File: src/rtl/demux1x8_reg_if.sv
// Producer/consumer bundle for the registered 1-to-8 demultiplexer.
interface demux1x8_reg_if #(
    parameter int DATA_WIDTH = 1
);
    logic [DATA_WIDTH-1:0]   in_data;
    logic [2:0]              in_select;
    logic                    in_valid;
    logic                    in_ready;
    logic [8*DATA_WIDTH-1:0] out_data;
    logic [7:0]              out_valid;
    logic [7:0]              out_ready;
    logic [3:0]              occupancy;

    modport master (
        output in_data, in_select, in_valid, out_ready,
        input  in_ready, out_data, out_valid, occupancy
    );

    modport slave (
        input  in_data, in_select, in_valid, out_ready,
        output in_ready, out_data, out_valid, occupancy
    );
endinterface

File: src/rtl/demux1x8_reg.sv
// Registered 1-to-8 demultiplexer with independent valid/ready per channel.
module demux1x8_reg #(
    parameter int DATA_WIDTH = 1
) (
    input  logic           clk,
    input  logic           reset_n,
    demux1x8_reg_if.slave  bus
);
    logic [7:0]            full;
    logic [7:0]            full_nxt;
    logic [3:0]            occ_nxt;
    logic [3:0]            occ_q;
    logic                  accept;
    logic [DATA_WIDTH-1:0] data [8];

    // Only the addressed channel gates acceptance; a full channel takes a
    // new word only when its old one is consumed on the same edge.
    always_comb begin
        bus.in_ready = reset_n &&
                       (!full[bus.in_select] || bus.out_ready[bus.in_select]);
        accept = bus.in_valid && bus.in_ready;
        full_nxt = full & ~bus.out_ready;
        if (accept) begin
            full_nxt[bus.in_select] = 1'b1;
        end
        occ_nxt = '0;
        for (int unsigned i = 0; i < 8; i++) begin
            occ_nxt = occ_nxt + {3'b000, full_nxt[i]};
        end
    end

    always_ff @(posedge clk) begin
        if (!reset_n) begin
            full  <= '0;
            occ_q <= '0;
            for (int unsigned i = 0; i < 8; i++) begin
                data[i] <= '0;
            end
        end else begin
            full  <= full_nxt;
            occ_q <= occ_nxt;
            if (accept) begin
                data[bus.in_select] <= bus.in_data;
            end
        end
    end

    always_comb begin
        bus.out_data = '0;
        for (int unsigned i = 0; i < 8; i++) begin
            bus.out_data[i*DATA_WIDTH +: DATA_WIDTH] = data[i];
        end
    end

    assign bus.out_valid = full;
    assign bus.occupancy = occ_q;
endmodule
File: src/flat_wrapper.sv
// flat-port wrapper written by rule: the top's interface ports become plain ports
module demux1x8_reg_flat 
#(
    parameter int DATA_WIDTH = 1
)
  (clk, reset_n, bus_in_data, bus_in_select, bus_in_valid, bus_out_ready, bus_in_ready, bus_out_data, bus_out_valid, bus_occupancy);
  demux1x8_reg_if #(.DATA_WIDTH(DATA_WIDTH)) bus_i ();
  input  logic clk;
  input  logic reset_n;
  input wire logic [$bits(bus_i.in_data)-1:0] bus_in_data;
  input wire logic [$bits(bus_i.in_select)-1:0] bus_in_select;
  input wire logic [$bits(bus_i.in_valid)-1:0] bus_in_valid;
  input wire logic [$bits(bus_i.out_ready)-1:0] bus_out_ready;
  output wire logic [$bits(bus_i.in_ready)-1:0] bus_in_ready;
  output wire logic [$bits(bus_i.out_data)-1:0] bus_out_data;
  output wire logic [$bits(bus_i.out_valid)-1:0] bus_out_valid;
  output wire logic [$bits(bus_i.occupancy)-1:0] bus_occupancy;
  assign bus_i.in_data = bus_in_data;
  assign bus_i.in_select = bus_in_select;
  assign bus_i.in_valid = bus_in_valid;
  assign bus_i.out_ready = bus_out_ready;
  assign bus_in_ready = bus_i.in_ready;
  assign bus_out_data = bus_i.out_data;
  assign bus_out_valid = bus_i.out_valid;
  assign bus_occupancy = bus_i.occupancy;
  demux1x8_reg #(.DATA_WIDTH(DATA_WIDTH)) u_core (.clk(clk), .reset_n(reset_n), .bus(bus_i));
endmodule
File: config.mk
export PLATFORM = sky130hd
export DESIGN_NAME = demux1x8_reg_flat
export DESIGN_NICKNAME = d
export VERILOG_FILES = /design/src/rtl/demux1x8_reg_if.sv /design/src/rtl/demux1x8_reg.sv /design/src/flat_wrapper.sv
export SDC_FILE = /design/constraint.sdc
export NUM_CORES = 1
export LEC_CHECK = 0
export CAP_MARGIN = 25
export CORE_MARGIN = 2
export CORE_UTILIZATION = 50
export DETAILED_ROUTE_END_ITERATION = 16
export GPL_TIMING_DRIVEN = 0
export PLACE_DENSITY_LB_ADDON = 0.08
export RECOVER_POWER = 50
export SLEW_MARGIN = 20
export SYNTH_ARGS = -nofsm -noshare
export SYNTH_HDL_FRONTEND = slang
export SYNTH_SLANG_ARGS = --single-unit
File: constraint.sdc
create_clock -name clk -period 8.9 [get_ports clk]
set_input_delay 1.78 -clock clk [delete_from_list [all_inputs] [get_ports clk]]
set_output_delay 1.78 -clock clk [all_outputs]
set_load 0.01 [all_outputs]
* Word level (Yosys, flattened, before mapping)
Memories as Yosys holds them, arrays and structs flattened.
Index checks and enable logic that the tools add are counted.
W data, S select, Z words.
** Operators by class
- $add $sub $neg :: 7
- Magnitude comparators :: 2
- Mux-type cells :: 14
- Bitwise logic cells :: 3
- Reduce and logical (&&, ||, !) cells :: 6
** Operator list (number)
- $add A4 B1 Y4 :: 6
- $mux W1 :: 9
- $and A8 B8 Y8 :: 1
- $mux W8 :: 1
- $not A8 Y8 :: 1
- $or A8 B8 Y8 :: 1
- $bmux W1 S3 :: 2
- $lt A3 B4 Y1 const B :: 1
- $demux W1 S3 :: 1
- $ge A3 B1 Y1 const B :: 1
- $logic_and A1 B1 Y1 :: 3
- $mux W3 :: 1
- $add A1 B1 Y2 :: 1
- $logic_not A1 Y1 :: 1
- $logic_or A1 B1 Y1 :: 1
- $reduce_or A1 Y1 :: 1
** Word-level totals
- Bits in registers :: 12
- Bits in writable memories :: 8
- Input port bits :: 15
- Output and inout port bits :: 21
- Word-level logic and storage cells :: 35
- Memories kept :: 1
** Memory list
- u_core.data :: depth 8, bits a word 1, read ports 8, clocked after memory_dff 0, write ports 8, RTL line demux1x8_reg.sv:14 : logic [DATA_WIDTH-1:0] data [8];

* Longest topological paths before layout
- Depth after elaboration :: 14
- Gate-level depth with buffers :: 16
- Depth with buffers taken out :: 15

* Least setup slack after synthesis
No wires, ideal clock.
- Path type :: input -> register
- Start point :: in bus_in_select[1]
- End point :: reg u_core.occ_q[1] (netlist: u_core.bus.occupancy[1])
- Setup time :: 0.065 ns
- Data arrival time :: 5.116 ns
- Required time :: 8.835 ns
- Slack :: 3.719 ns
- Cell stages on the path :: 14
- Path buffers :: 0
- Cells stage by stage :: or3b_1 > a21oi_1 > nor3_2 > o21ai_2 > o21ai_0 > ha_1 > inv_1 > fa_1 > inv_1 > fa_1 > fa_1 > inv_1 > fa_1 > nor2b_1
** Between the ends
- Word-level cells in the longest chain between the ends :: 14
- Elaborated cells between the ends (all ways) :: 22
- Classes of those cells :: 7 x add/sub; 2 x order compare; 7 x mux; 1 x bitwise; 5 x reduce/logical
** RTL lines
- from (decl) :: RTL line flat_wrapper.sv:11 : input wire logic [$bits(bus_i.in_select)-1:0] bus_in_select;
- parallel branches: the longest is 6 deep, another holds $lt A3 B4 Y1
- $mux W8 * :: RTL line demux1x8_reg.sv:23 : if (accept) begin
- net u_core.full_nxt[1] :: RTL line demux1x8_reg.sv:10 : logic [7:0] full_nxt;
- $add A1 B1 Y2 * :: RTL line demux1x8_reg.sv:28 : occ_nxt = occ_nxt + {3'b000, full_nxt[i]};
- $add A4 B1 Y4 * (6 in a row) :: RTL line demux1x8_reg.sv:28
- to (signal assigned) :: RTL line demux1x8_reg.sv:41 : occ_q <= occ_nxt;
- to (decl) :: RTL line demux1x8_reg.sv:12 : logic [3:0] occ_q;
Mark *: on every way through the listed nets, which the timed path passes. The select of a mux whose other input is x is not followed.
A chain may end at the register's enable or synchronous reset.

* Worst setup path after layout
- Start point :: in bus_in_select[2]
- End point :: out bus_in_ready
** Between the ends
- Word-level cells in the longest chain between the ends :: 5
- Elaborated cells between the ends (all ways) :: 7
- Classes of those cells :: 4 x mux; 3 x reduce/logical
** RTL lines
- $bmux W1 S3 :: RTL line demux1x8_reg.sv:20 : (!full[bus.in_select] || bus.out_ready[bus.in_select]);
- $mux W1 (implied by the code) :: RTL line demux1x8_reg.sv:20
- $logic_not A1 Y1 :: RTL line demux1x8_reg.sv:20
- $logic_or A1 B1 Y1 * :: RTL line demux1x8_reg.sv:20
- $logic_and A1 B1 Y1 * :: RTL line demux1x8_reg.sv:19 : bus.in_ready = reset_n &&
- to (decl) :: RTL line flat_wrapper.sv:14 : output wire logic [$bits(bus_i.in_ready)-1:0] bus_in_ready;
Every way passes the cells marked *; elsewhere a longest branch is shown, timed or not. The select of a mux whose other input is x is not followed.

==> impl_metrics.py <==
metrics = {
    "place": {
        "dp.final_hpwl_mm": 2.18,
        "dpl.cell_count": 197,
        "port_buffers": 34,
        "place_area_um2": 1610,
        "dp_slack_ps": 2980,
        "place.gp.congestion": 0.901,
    },
    "synth": {
        "synthMuxAreaShare_pct": 10.9,
        "synth-simple-area-share_pct": 20.1,
        "synth_fa_ha_area_share_pct": 9.55,
        "synth_area_um2": 1230,
        "syn_area_per_cell_um2": 9.12,
        "synth_cell_type_count": 35,
        "ys_seq_elements": 20,
        "synth_edf_count": 0,
        "syn_inst": 135,
        "yosys_warnings": 0,
        "synth_compound_area_share_pct": 14.6,
        "synth_ff_type": "dfxtp_1",
        "synth-xor-area-share_pct": 0.711,
        "async_flop_share_pct": 0,
        "ys_seq_area_share_pct": 32.5,
        "synthesis.nets": 157,
        "synth_top_family_by_area": "simple AND/OR/NAND/NOR gates",
    },
    "die": {
        "num_rows": 17,
        "core_area_um2": 2280,
        "start_util_pct": 54.1,
        "die_area_um2": 2880,
        "design.portCount": 36,
        "die_x_um": 53.6,
        "fp.dieH_um": 53.6,
    },
    "clock_tree": {
        "clock_latency_ps": 300,
        "clockBufferDepth": 2,
        "numCtsBuffers": 3,
        "htree_levels": 1,
        "clkSinkCount": 20,
        "postCtsHoldBufs": 0,
        "cts_setup_buffers": 0,
        "cts_tree": "done",
        "path_clk_slew_ps": 120,
        "cts-resized-gates": 0,
        "cts_root_buf": "clkbuf_4",
    },
    "sta": {
        "setup_violations": 0,
        "finalHoldViolations": 0,
        "finalCritPeriodShare_pct": 64.3,
        "drv_slew": 0,
        "layout_setup_ws_ps": 3170,
        "fmax_mhz": 175,
        "tns_ps": 0,
        "rsz0062_at_grt": "false",
        "fin_crit_ps": 5730,
        "holdWs_ps": 486,
        "worstMarginPinSlew_ps": 445,
        "relSlewSlack_pct": 70.2,
        "clock_skew_ps": 6.67,
    },
    "worst_setup_path": {
        "setup.worst_path.end_class": "output pin",
        "crit_type": "input pin to output pin",
        "crit_buf_inv": 2,
        "arrival_ps": 3950,
        "critPathMaxFanout": 5,
        "cp.required_ps": 7120,
        "critical_path.most_common_cell": "clkdlybuf4s50_1",
        "critPathMaxStageDelay_ps": 500,
        "worst_setup_path_start_kind": "input pin",
        "cp_top_family": "buffers and inverters",
        "path_cells": "clkdlybuf4s50_1 > or3b_1 > a21oi_1 > nor3_2 > o31a_1 > clkdlybuf4s50_1",
        "critPathSlowestCell": "clkdlybuf4s50_1",
    },
    "layout": {
        "fin_area_um2": 1640,
        "area_growth_pct": 33.4,
        "drive_above_1_share_pct": 15.6,
        "layout_common_cells": "dlygate4sd3_1 (20), dfxtp_1 (20), nand2_1 (16)",
        "final_nets": 196,
        "final_cells": 201,
        "diodes": 0,
        "fillers": 183,
    },
    "route": {
        "wl_per_cell_um": 13.4,
        "drc": 0,
        "viasPerCell": 5.25,
        "drt.antenna.violating_nets": 0,
        "drt_iter0_drc": 29,
        "drt-pass1-iter-count": 4,
        "finalWirelength_mm": 2.70,
        "vias": 1056,
    },
    "power_and_ir_drop": {
        "p_leak_nw": 0.787,
        "vdd_ir_drop_max_mv": 0.0873,
        "power.density_nw_per_um2": 110,
    },
    "hold_path": {
        "min_path_type": "flip-flop to flip-flop",
    },
    "flow_run": {
        "cap_violations": 0,
    },
    "grt": {
        "grt_pass1_wl_mm": 4.50,
        "grt_overflow": 0,
        "grt_use_total_pct": 21.6,
        "grt_max_degree": 12,
        "antenna_found_initial": 0,
        "grt_pass1_vias": 1046,
    },
    "run_status": {
        "status": "finished, final reports clean",
    },
}
==> cell families (layout without fill, tap and decap cells) <==
family,count (synthesis),in the layout
simple gates,46,46
buf+inv,26,64
compound gates,23,23
flops,20,20
mux,12,12
fa+ha+maj,7,7
xor+xnor,1,1
==> sequential cells by signal, summed over array words and instances (netlist names) <==
name                  flops
u_core.bus.out_valid      8
u_core.bus.occupancy      4
u_core.data               8
==> final cells by class <==
type / count / area (µm²) / area share [%]
clock buffers: 4 / 36.3 / 2.21
well taps: 28 / 35.0 / 2.13
inverters: 13 / 48.8 / 2.97
flip-flops and latches: 20 / 400 / 24.4
repair buffers: 34 / 340 / 20.7
plain buffers: 13 / 93.8 / 5.71
multi-input cells: 89 / 688 / 41.9
==> routing by layer <==
layer | vias to the layer above | GRT usage (%) | wire, µm
met5 | - | 0 | 0
met4 | 0 | 7.69 | 23
met3 | 4 | 3.06 | 152
met1 | 492 | 27.1 | 1160
met2 | 36 | 37.7 | 1360
li1 | 524 | - | -
==> metrics by stage <==
stage          utilization [%]  total power, mW
2_1_floorplan                -            0.114
3_3_place_gp              70.6            0.130
3_5_place_dp              70.6            0.130
4_1_cts                   72.2            0.184
5_1_grt                   72.2            0.189
6_report                  72.2            0.181
==> worst reg2reg max path, cell delays in order, from the launching register on <==
cell and delay, ps:
dfxtp_1 370, or3b_1 350, a21oi_1 370, nor3_2 140, o21ai_2 220, o21ai_0 140, ha_1 290, inv_1 40
fa_1 470, inv_1 50, fa_1 470, fa_1 430, inv_1 80, fa_1 410, nor2b_1 100
==> Yosys cell counts (all sizes together) (2+ instances only) <==
cell | instances | share of area [%]
dfxtp | 20 | 33
nand2 | 16 | 4.9
inv | 13 | 4.0
buf | 11 | 7.0
mux2i | 10 | 8.1
o21ai | 7 | 3.8
and2 | 5 | 2.7
nand2b | 5 | 2.5
nor2 | 5 | 1.5
a21boi | 4 | 2.4
fa | 4 | 6.5
nand3 | 4 | 1.6
nor3 | 4 | 2.4
a21oi | 3 | 1.2
ha | 3 | 3.0
nor2b | 3 | 1.5
clkbuf | 2 | 0.61
nand3b | 2 | 1.2
o211ai | 2 | 2.0
o31ai | 2 | 1.6
==> worst paths after layout <==
path	startpoint	cells past startpoint	endpoint	slack, ps
worst max-delay path	bus_in_select[2]	6	bus_in_ready	3170
worst min-delay path	u_core.data[2]	2	u_core.data[2]	490
worst max register to register	u_core.bus.out_valid[0]	14	u_core.bus.occupancy[1]	4910
worst min register to register	u_core.data[2]	2	u_core.data[2]	490
==> where the power goes <==
part	internal, mW	switching, mW
sequential	0.0919	0.00120
combinational	0.0180	0.0162
clock	0.0249	0.0291
total	0.135	0.0465
Power figures use the tool's default switching activity.
